<file path="config.mk">
export PLATFORM = sky130hd
export DESIGN_NAME = input_conditioner
export DESIGN_NICKNAME = d
export VERILOG_FILES = /design/src/rtl/input_conditioner.sv
export SDC_FILE = /design/constraint.sdc
export NUM_CORES = 1
export LEC_CHECK = 0
export CAP_MARGIN = 25
export CORE_MARGIN = 8
export CORE_UTILIZATION = 50
export DETAILED_ROUTE_END_ITERATION = 7
export PLACE_DENSITY = 0.66
export SYNTH_ARGS = -nofsm -noshare
export SYNTH_HDL_FRONTEND = slang
export SYNTH_SLANG_ARGS = --single-unit
export TNS_END_PERCENT = 5
</file>
<file path="constraint.sdc">
create_clock -name clk -period 6.2 [get_ports clk]
set_clock_uncertainty 0.15 [all_clocks]
set_input_delay 0.93 -clock clk [delete_from_list [all_inputs] [get_ports clk]]
set_output_delay 0.93 -clock clk [all_outputs]
set_load 0.005 [all_outputs]
</file>
<file path="src/rtl/input_conditioner.sv">
// input_conditioner
//   Conditions six raw push buttons into debounced levels, single-cycle press
//   pulses and a small command queue of button codes with auto-repeat.
//
// Ports
//   clk, rst_n            system clock, asynchronous active-low reset
//   left .. rotate_right  raw asynchronous buttons, codes 0..5 in that order
//   btn_level[5:0]        debounced stable level per button
//   btn_press[5:0]        one-cycle pulse on each debounced rising edge
//   cmd_valid             queue non-empty
//   cmd_data[2:0]         button code at the queue head
//   cmd_ready             consumer accepts the head entry
//   cmd_count[2:0]        queue occupancy, 0..4
//   cmd_dropped           sticky: an event was merged into a still-pending one
module input_conditioner #(
  parameter int DEBOUNCE_CYCLES = 1000000,
  parameter int REPEAT_DELAY    = 25000000,
  parameter int REPEAT_PERIOD   = 5000000
) (
  input  logic       clk,
  input  logic       rst_n,
  input  logic       left,
  input  logic       right,
  input  logic       up,
  input  logic       down,
  input  logic       rotate_left,
  input  logic       rotate_right,
  output logic [5:0] btn_level,
  output logic [5:0] btn_press,
  output logic       cmd_valid,
  output logic [2:0] cmd_data,
  input  logic       cmd_ready,
  output logic [2:0] cmd_count,
  output logic       cmd_dropped
);

  localparam int NB     = 6;
  localparam int NR     = 4;
  localparam int DB_W   = $clog2(DEBOUNCE_CYCLES);
  localparam int RP_MAX = (REPEAT_DELAY > REPEAT_PERIOD) ? REPEAT_DELAY : REPEAT_PERIOD;
  localparam int RP_W   = $clog2(RP_MAX + 1);

  localparam logic [DB_W-1:0] DB_LAST  = DB_W'(DEBOUNCE_CYCLES - 1);
  localparam logic [DB_W-1:0] DB_ONE   = DB_W'(1);
  localparam logic [RP_W-1:0] RP_FIRST = RP_W'(REPEAT_DELAY);
  localparam logic [RP_W-1:0] RP_NEXT  = RP_W'(REPEAT_PERIOD);
  localparam logic [RP_W-1:0] RP_ONE   = RP_W'(1);

  logic [NB-1:0]   raw, sync1, sync2, stable;
  logic [DB_W-1:0] db_cnt [NB];
  logic [RP_W-1:0] rep_cnt [NR];
  logic [NR-1:0]   rep_phase;
  logic [NR-1:0]   rep_hit;
  logic [NB-1:0]   event_vec, pending, grant;
  logic [2:0]      grant_code;
  logic            push, pop, push_ok;
  logic [2:0]      fifo_mem [4];
  logic [1:0]      wr_ptr, rd_ptr;

  assign raw = {rotate_right, rotate_left, down, up, right, left};

  // Two-flop synchronizer on every raw button.
  always_ff @(posedge clk or negedge rst_n) begin
    if (!rst_n) begin
      sync1 <= '0;
      sync2 <= '0;
    end else begin
      sync1 <= raw;
      sync2 <= sync1;
    end
  end

  // Per-button debounce: the counter only runs while the synchronized input
  // disagrees with the stable value, so any bounce back restarts the wait.
  always_ff @(posedge clk or negedge rst_n) begin
    if (!rst_n) begin
      stable <= '0;
      for (int i = 0; i < NB; i++) db_cnt[i] <= '0;
    end else begin
      for (int i = 0; i < NB; i++) begin
        if (sync2[i] == stable[i]) begin
          db_cnt[i] <= '0;
        end else if (db_cnt[i] == DB_LAST) begin
          stable[i] <= ~stable[i];
          db_cnt[i] <= '0;
        end else begin
          db_cnt[i] <= db_cnt[i] + DB_ONE;
        end
      end
    end
  end

  // Level is the registered stable value; press marks the first cycle the
  // level reads 1, so both appear together.
  always_ff @(posedge clk or negedge rst_n) begin
    if (!rst_n) begin
      btn_level <= '0;
      btn_press <= '0;
    end else begin
      btn_level <= stable;
      btn_press <= stable & ~btn_level;
    end
  end

  // Auto-repeat for codes 0..3. The counter reads k on the k-th cycle after
  // the press cycle; after the first hit it restarts at 1 so the next hit
  // lands exactly REPEAT_PERIOD cycles later.
  always_comb begin
    rep_hit = '0;
    for (int i = 0; i < NR; i++) begin
      rep_hit[i] = btn_level[i] &&
                   (rep_cnt[i] == (rep_phase[i] ? RP_NEXT : RP_FIRST));
    end
  end

  always_ff @(posedge clk or negedge rst_n) begin
    if (!rst_n) begin
      rep_phase <= '0;
      for (int i = 0; i < NR; i++) rep_cnt[i] <= '0;
    end else begin
      for (int i = 0; i < NR; i++) begin
        if (!btn_level[i]) begin
          rep_cnt[i]   <= '0;
          rep_phase[i] <= 1'b0;
        end else if (rep_hit[i]) begin
          rep_cnt[i]   <= RP_ONE;
          rep_phase[i] <= 1'b1;
        end else begin
          rep_cnt[i] <= rep_cnt[i] + RP_ONE;
        end
      end
    end
  end

  assign event_vec = btn_press | {2'b00, rep_hit};

  assign cmd_valid = (cmd_count != 3'd0);
  assign pop       = cmd_valid & cmd_ready;
  assign push_ok   = (cmd_count != 3'd4) | pop;
  assign cmd_data  = fifo_mem[rd_ptr];

  // Fixed-priority arbiter: lowest pending code wins. Scanning downward lets
  // the lowest set index overwrite any higher one.
  always_comb begin
    grant      = '0;
    grant_code = '0;
    push       = 1'b0;
    if (push_ok) begin
      for (int i = NB - 1; i >= 0; i--) begin
        if (pending[i]) begin
          grant      = '0;
          grant[i]   = 1'b1;
          grant_code = 3'(i);
          push       = 1'b1;
        end
      end
    end
  end

  // Pending bits: a new event overrides a same-cycle arbiter clear. An event
  // landing on an already-pending bit is merged and flagged.
  always_ff @(posedge clk or negedge rst_n) begin
    if (!rst_n) begin
      pending     <= '0;
      cmd_dropped <= 1'b0;
    end else begin
      pending <= (pending & ~grant) | event_vec;
      if (|(event_vec & pending)) cmd_dropped <= 1'b1;
    end
  end

  // Four-entry FIFO. Storage is cleared on reset so the head reads code 0
  // while empty after reset.
  always_ff @(posedge clk or negedge rst_n) begin
    if (!rst_n) begin
      wr_ptr    <= '0;
      rd_ptr    <= '0;
      cmd_count <= '0;
      for (int i = 0; i < 4; i++) fifo_mem[i] <= '0;
    end else begin
      if (push) begin
        fifo_mem[wr_ptr] <= grant_code;
        wr_ptr           <= wr_ptr + 2'd1;
      end
      if (pop) rd_ptr <= rd_ptr + 2'd1;
      case ({push, pop})
        2'b10:   cmd_count <= cmd_count + 3'd1;
        2'b01:   cmd_count <= cmd_count - 3'd1;
        default: cmd_count <= cmd_count;
      endcase
    end
  end

endmodule
</file>
Word level (Yosys, flattened, before mapping)
Index checks and enable logic that the tools add are counted.

word-level totals
  bits in registers = 280
  logic and storage cells = 170
  output and inout bits = 20

operators by class
  bitwise operators = 23
  multiplexer cells = 60
  add/subtract/negate cells = 14
  equality and inequality tests = 23
  reduce and logical (&&, ||, !) cells = 14
  magnitude comparators = 3

operators with widths
  operator                                                  count
  2-to-1 mux 25 bit                                         12
  2-to-1 mux 20 bit                                         12
  adder 20 x 1 -> 20 bit, second input constant             6
  == test 20 bit, second input constant                     6
  adder 25 x 1 -> 25 bit, second input constant             4
  == test 25 bit                                            4
  2-to-1 mux 6 bit                                          7
  2-to-1 mux 3 bit                                          10
  bitwise AND 6 bit                                         3
  2-to-1 mux 1 bit                                          15
  bitwise mux 12 bit                                        1
  inverter 1 bit                                            12
  inverter 6 bit                                            2
  AND reduction 2 bit                                       6
  != test 2 x 1 -> 1 bit, second input constant             4
  binary-select mux 3 bit (select 2 bit)                    1
  demux 3 bit (select 2 bit)                                1
  == test 1 bit                                             6
  greater-or-equal comparator 3 bit, second input constant  2
  inverter 2 -> 3 bit                                       2
  bitwise OR 6 x 4 -> 6 bit                                 1
  bitwise OR 6 bit                                          1
  one-hot mux 3 bit (2 select lines)                        1
  OR reduction 6 bit                                        1
  12 further kinds                                          17

Logic depth before layout (Yosys ltp)
Gate-level depths: netlist (run 1).

  depth after elaboration = 10
  depth in mapped cells = 9
  depth with buffers taken out = 9

Worst setup path after synthesis (run 1)
Ideal clock, no wire load.

  kind = input to register
  start point = in cmd_ready
  end point = reg cmd_count[2]
  data required time = 5.971 ns
  stages on the path = 9
  setup slack = 3.288 ns
  arrival = 2.683 ns
  path buffers = 0
  setup time = 0.079 ns
  cells stage by stage = nor4b_1 -> a31oi_1 -> inv_1 -> ha_1 -> inv_1 -> fa_1 -> xor2_1 -> nor2_1 -> xor2_1

between the ends
  cells in the longest elaborated chain, start to end = 5
  elaborated cells between the ends (all ways) = 7
  those cells by class = eq/ne (2); mux (2); bitwise (2); reduce/logical (1)

ends and longest elaborated chain
  what                                                                             RTL line  RTL
  from (decl)                                                                      32        input logic cmd_ready,
  bitwise AND 1 bit (*)                                                            138       assign pop = cmd_valid & cmd_ready;
  bitwise OR 1 bit                                                                 139       assign push_ok = (cmd_count != 3'd4) | pop;
  2-to-1 mux 1 bit                                                                 148       if (push_ok) begin
  == test 2 x 1 -> 1 bit / == test 2 bit (equally long branches)                   186       case ({push, pop})
  one-hot mux 3 bit (2 select lines) / nonzero test 2 bit (equally long branches)  -
  to (signal assigned)                                                             187       2'b10: cmd_count <= cmd_count + 3'd1;
  to (signal assigned)                                                             188       2'b01: cmd_count <= cmd_count - 3'd1;
  to (signal assigned)                                                             189       default: cmd_count <= cmd_count;
  to (decl)                                                                        33        output logic [2:0] cmd_count,

Every way passes the cells marked *; elsewhere a longest branch is shown, timed or not.
A chain may end at the register's enable or synchronous reset.

Worst setup path in the final report (run 1)
Same ends and word-level chain as after synthesis.

==> impl_metrics.csv, run 1 <==
group,metric,value,unit
clocking,clk_transition_reported_paths,60,ps
power_and_ir_drop,peakVddDrop,0.2423,mV
synthesis,yosysWarnings,0,
placement,hpwlAfterDp,16320,um
power_and_ir_drop,power_leakage,6.103,nW
timing,worst_slew_margin_rel,38.18,%
synthesis,ys_top_cells_by_count,"dfrtp_1 (280), nor2_1 (271), xnor2_1 (120)",
synthesis,syn_area,13330,um^2
timing,hold_viol,0,
synthesis,synth_top_flop_cell,"dfrtp_1",
clocking,htreeDepth,1,
die,dieArea,32140,um^2
synthesis,synth-seq-cells,280,
worst_setup_path,slowest_stage,"nor4b_1",
clocking,clkSinkCount,280,
layout,post-route-util,56.74,%
worst_setup_path,end_kind,"flip-flop",
placement,place_congestion,0.8097,
synthesis,syn_nets,1344,
layout,layout-drive-gt1-share,6.140,%
detailed_routing,routedWlPerCell,14.61,um
clocking,clk_latency,540,ps
worst_setup_path,path_class,"in -> reg",
timing,grt_setup_unrepaired,"no",
grt,overflow,0,
worst_setup_path,r2r_setup_slack,3250,ps
synthesis,seq_area_frac_synth,52.57,%
worst_setup_path,crit_path_max_fanout,8,
die,start_util,51.00,%
detailed_routing,drt_wl_total,24890,um
outcome,status,"completed",
detailed_routing,ant_nets,0,
synthesis,synth.most_common_cell,"dfrtp_1",
worst_setup_path,slowest_delay,750,ps
synthesis,synth_enable_flop_cells,0,
detailed_routing,vias,9171,
timing,fmax,0.3061,GHz
timing,fin_crit,3267,ps
worst_setup_path,cp_cell_sequence,"clkdlybuf4s50_1, nor4b_1, a31oi_1, inv_1, ha_1, inv_1, fa_1, xor2_1, nor2_1, xor2_1",
synthesis,syn_area_per_cell,10.14,um^2
clocking,clk_root_buffer_cell,"clkbuf_16",
layout,num_antenna_cells,0,
worst_hold_path,hp-class,"reg -> reg",
synthesis,synthTopCellsByArea,"dfrtp_1 (53%), xnor2_1 (7.9%), nor2_1 (7.6%)",
grt,grt_pass1_wl,43490,um
detailed_routing,drc_errors,0,
worst_setup_path,worstPathArrival,3590,ps
timing,setup_viol,0,
worst_setup_path,cp.required,6520,ps
detailed_routing,via_per_inst,5.385,
clocking,post-cts-setup-buffers,0,
layout,final_nets,1377,
power_and_ir_drop,power_density,254.5,nW/um^2
timing,slew_violations,0,
synthesis,ys_types,56,
die,die_h,179.3,um
synthesis,async_flop_share,100.0,%
clocking,cts_tree,"yes",
synthesis,postSynthCellCount,1315,
detailed_routing,firstDrtPassIters,4,
die,rows,59,
grt,grt_pass1_vias,9109,
clocking,numCtsBuffers,30,
power_and_ir_drop,power,3.773,mW
timing,worstMarginPinSlew,927.3,ps
grt,grt_max_degree,123,
synthesis,synth_area_leader_cell,"dfrtp_1",
timing,setup-tns-final,0,ps
layout,nFillCells,2324,
die,die-width,179.3,um
grt,antenna_found_initial,0,
grt,grt_use_total,15.96,%
worst_setup_path,worst_setup_path_start_kind,"input port",
placement,portBuffers,28,
clocking,postCtsResizedCells,0,
flow_run,cap_viol_max_count,0,
synthesis,synth_top_area_share,52.57,%
die,io_pins,29,
layout,syn_to_final_growth,11.25,%
die,core,26130,um^2
timing,period_share,52.70,%
clocking,postCtsHoldBufs,0,
clocking,cts_buffer_depth,3,
detailed_routing,drt_iter0_markers,584,
[routing by layer]
layer	wire length (um)	GRT usage [%]	vias to the layer above
met2	11460	26.16	87
met1	12240	22.22	4507
met5	0	0	-
met3	673	2.190	38
li1	-	-	4539
met4	511	3.679	0
[critical path, delay by kind of cell]
family / cells / cell delay [ps]
AND/OR/NAND/NOR: 2 / 880
XOR/XNOR: 2 / 300
adder cells (fa/ha/maj): 2 / 560
AO/OA/AOI/OAI: 1 / 320
buffers and inverters: 3 / 610
[layout make-up]
class                      instances  area (um^2)  area share (%)
clock buffer                      43        870.8           5.873
clock inverter                     9        45.04          0.3038
tap                              335        419.2           2.827
multi-input combinational        968         6030           40.67
inverter                          38        142.6          0.9620
sequential                       280         7007           47.26
timing repair buffer              30        312.8           2.110
[per-stage QoR]
stage / cells / area (um^2) / hold slack (ps) / setup slack, ps
3_5_place_dp: 1651 / 13910 / 185.5 / 2429
6_report: 1703 / 14830 / 198.3 / 2933
2_1_floorplan: 1315 / 13330 / 181.2 / 3288
5_1_grt: 1703 / 14830 / 204.6 / 2791
3_3_place_gp: 1651 / 13910 / 184.1 / 2594
4_1_cts: 1703 / 14830 / 198.5 / 3003
[sequential cells by signal, summed over array words and instances (netlist names)]
name	flops
sync1	6
btn_press	6
pending	6
rd_ptr	2
fifo_mem	12
sync2	6
db_cnt	120
stable	6
rep_phase	4
wr_ptr	2
rep_cnt	100
cmd_dropped	1
cmd_count	3
btn_level	6
[cells in the final DEF, fill, tap and decap left out, drive strengths merged, types with 9 or more instances in the layout]
master	synthesis	layout
and3	38	38
and4	25	25
clkbuf	19	43
clkdlybuf4s50	0	27
clkinv	0	9
dfrtp	280	280
ha	19	19
inv	38	38
mux2	18	18
nand2	79	79
nand3	82	82
nand4	51	51
nor2	271	271
nor3	35	35
nor4	28	28
nor4b	12	12
or2	9	9
xnor2	120	120
xor2	92	92
[power by group]
group | internal, mW | switching, mW
sequential | 1.87 | 0.0449
combinational | 0.0964 | 0.105
clock | 0.965 | 0.694
[cell families after synthesis]
group	synth area share, %
AOI/OAI and AO/OA	1.756
buffers and inverters	2.187
muxes	2.028
DFF	52.57
and+or+nand+nor	25.59
adders and majority gates	1.934
xor gates and xnor gates	13.93
[path summary, 6_finish.rpt]
kind                                 to  cells after the start          from
setup / recovery           cmd_count[2]                     10     cmd_ready
hold / removal                 sync2[1]                      0      sync1[1]
setup reg to reg           cmd_count[2]                      9  cmd_count[0]
hold reg to reg                sync2[1]                      0      sync1[1]
max in group asynchronous    db_cnt[74]                      2         rst_n
min in group asynchronous   rep_cnt[18]                      1         rst_n
No activity file was read; power rests on OpenSTA's default activity.
==> run 2, diff against run 1 <==
==> constraint.sdc (replaced) <==
create_clock -name clk -period 3.3 [get_ports clk]
set_clock_uncertainty 0.15 [all_clocks]
set_input_delay 0.495 -clock clk [delete_from_list [all_inputs] [get_ports clk]]
set_output_delay 0.495 -clock clk [all_outputs]
set_load 0.005 [all_outputs]
==> impl_metrics.csv, run 2 (synthesis results as in run 1) <==
group,metric,value,unit
outcome,status,"completed",
timing,worstMarginPinSlew,859.1,ps
worst_setup_path,reg2reg_from,"rep_cnt[75]",
die,start_util,51.00,%
clocking,clkSinkCount,280,
worst_setup_path,end_kind,"flip-flop",
power_and_ir_drop,power_density,487.4,nW/um^2
grt,overflow,0,
detailed_routing,drc_errors,0,
detailed_routing,routedWlPerCell,14.71,um
grt,grt_max_degree,93,
layout,layout_common_cells,"dfrtp_1 (280), nor2_1 (271), xnor2_1 (120), xor2_1 (92), nand3_1 (82)",
detailed_routing,ant_nets,0,
clocking,cts_buffer_depth,3,
clocking,clk_root_buffer_cell,"clkbuf_16",
grt,grt_pass1_wl,44190,um
detailed_routing,firstDrtPassIters,7,
worst_setup_path,worst_setup_path_start_kind,"flip-flop",
clocking,clk_transition_reported_paths,60,ps
timing,period_share,84.07,%
layout,syn_to_final_growth,12.55,%
clocking,postCtsHoldBufs,1,
timing,worst_slew_margin_rel,42.20,%
layout,largest-register,"db_cnt",
layout,num_antenna_cells,0,
detailed_routing,drt_iter0_markers,632,
layout,final_common_cell,"dfrtp_1",
worst_setup_path,endpoint,"rep_cnt[93]",
clocking,numCtsBuffers,31,
grt,antenna_found_initial,1,
detailed_routing,via_per_inst,5.453,
layout,final_nets,1387,
worst_setup_path,r2r_setup_slack,530,ps
detailed_routing,vias,9341,
die,rows,59,
clocking,clk_latency,540,ps
die,io_pins,29,
worst_setup_path,crit_path_max_fanout,16,
grt,grt_use_total,16.29,%
die,core,26130,um^2
placement,hpwlAfterDp,16960,um
timing,setup-tns-final,0,ps
worst_setup_path,ff2ff_path_depth,8,
grt,grt_pass1_vias,9267,
placement,portBuffers,28,
worst_setup_path,cp.required,3560,ps
detailed_routing,drt_wl_total,25190,um
worst_setup_path,crit_start,"rep_cnt[75]",
layout,layout-drive-gt1-share,6.604,%
clocking,htreeDepth,1,
worst_setup_path,r2r-end,"rep_cnt[93]",
layout,reg_top3,"db_cnt (120), rep_cnt (100), fifo_mem (12)",
worst_hold_path,hp-class,"reg -> reg",
placement,place_congestion,0.7856,
layout,largest_reg_flops,120,
clocking,postCtsResizedCells,0,
timing,fin_crit,2774,ps
worst_setup_path,path_class,"reg -> reg",
power_and_ir_drop,peakVddDrop,0.4173,mV
clocking,cts_tree,"yes",
timing,setup_viol,0,
layout,post-route-util,57.40,%
timing,fmax,0.3604,GHz
die,die_h,179.3,um
worst_setup_path,worstPathArrival,3040,ps
die,dieArea,32140,um^2
clocking,post-cts-setup-buffers,0,
die,die-width,179.3,um
power_and_ir_drop,power_leakage,6.182,nW
timing,grt_setup_unrepaired,"no",
timing,slew_violations,0,
flow_run,cap_viol_max_count,0,
timing,hold_viol,0,
[run 2: metrics by stage]
stage	hold WS (ps)	setup WS, ps	instance area, um^2	std cells	power, mW
detailed placement	186.2	410.3	14000	1659	4.063
CTS	198.5	490.4	15000	1713	7.434
global placement	183.9	495.8	14000	1659	4.043
global route	202.9	286.4	15000	1713	7.624
finish	195.7	525.7	15000	1713	7.312
floorplan	49.41	823.2	13330	1315	3.840
[run 2: layer usage]
layer | GRT usage [%] | vias up | share of wire (%)
met5 | 0 | - | 0
met4 | 4.131 | 0 | 2.4
met3 | 2.401 | 49 | 3.7
met2 | 26.97 | 150 | 46
met1 | 22.19 | 4567 | 48
li1 | - | 4575 | -
[run 2: worst max-delay path, stage by stage, from the launching register on]
cell     delay [ps]
dfrtp_1         420
inv_1            80
ha_1            150
or4b_2          590
nor4_1          300
o21ai_0         310
nand2_1         300
buf_4           270
nor2_1           70
[run 2: power breakdown]
part / internal, mW / switching, mW
Combinational: 0.193 / 0.205
Clock: 2.04 / 1.28
Sequential: 3.51 / 0.0838
[run 2: layout make-up]
class	instances	area [um^2]
fillers	2261	11130
multi-input cells	968	6030
repair buffers	39	407.9
well taps	335	419.2
clock buffers	48	919.6
clock inverters	5	75.07
inverters	38	142.6
flip-flops and latches	280	7007
[run 2: how the worst min path moves through the flow]
| stage | start | endpoint | slack (ps) | depth (start not counted) |
|---|---|---|---|---|
| 2_1_floorplan | rst_n | btn_level[0] | 50 | 0 |
| 3_3_place_gp | sync1[4] | sync2[4] | 180 | 0 |
| 3_5_place_dp | sync1[4] | sync2[4] | 190 | 0 |
| 4_1_cts | sync1[4] | sync2[4] | 200 | 0 |
| 5_1_grt | sync1[2] | sync2[2] | 200 | 0 |
| 6_report | sync1[4] | sync2[4] | 200 | 0 |
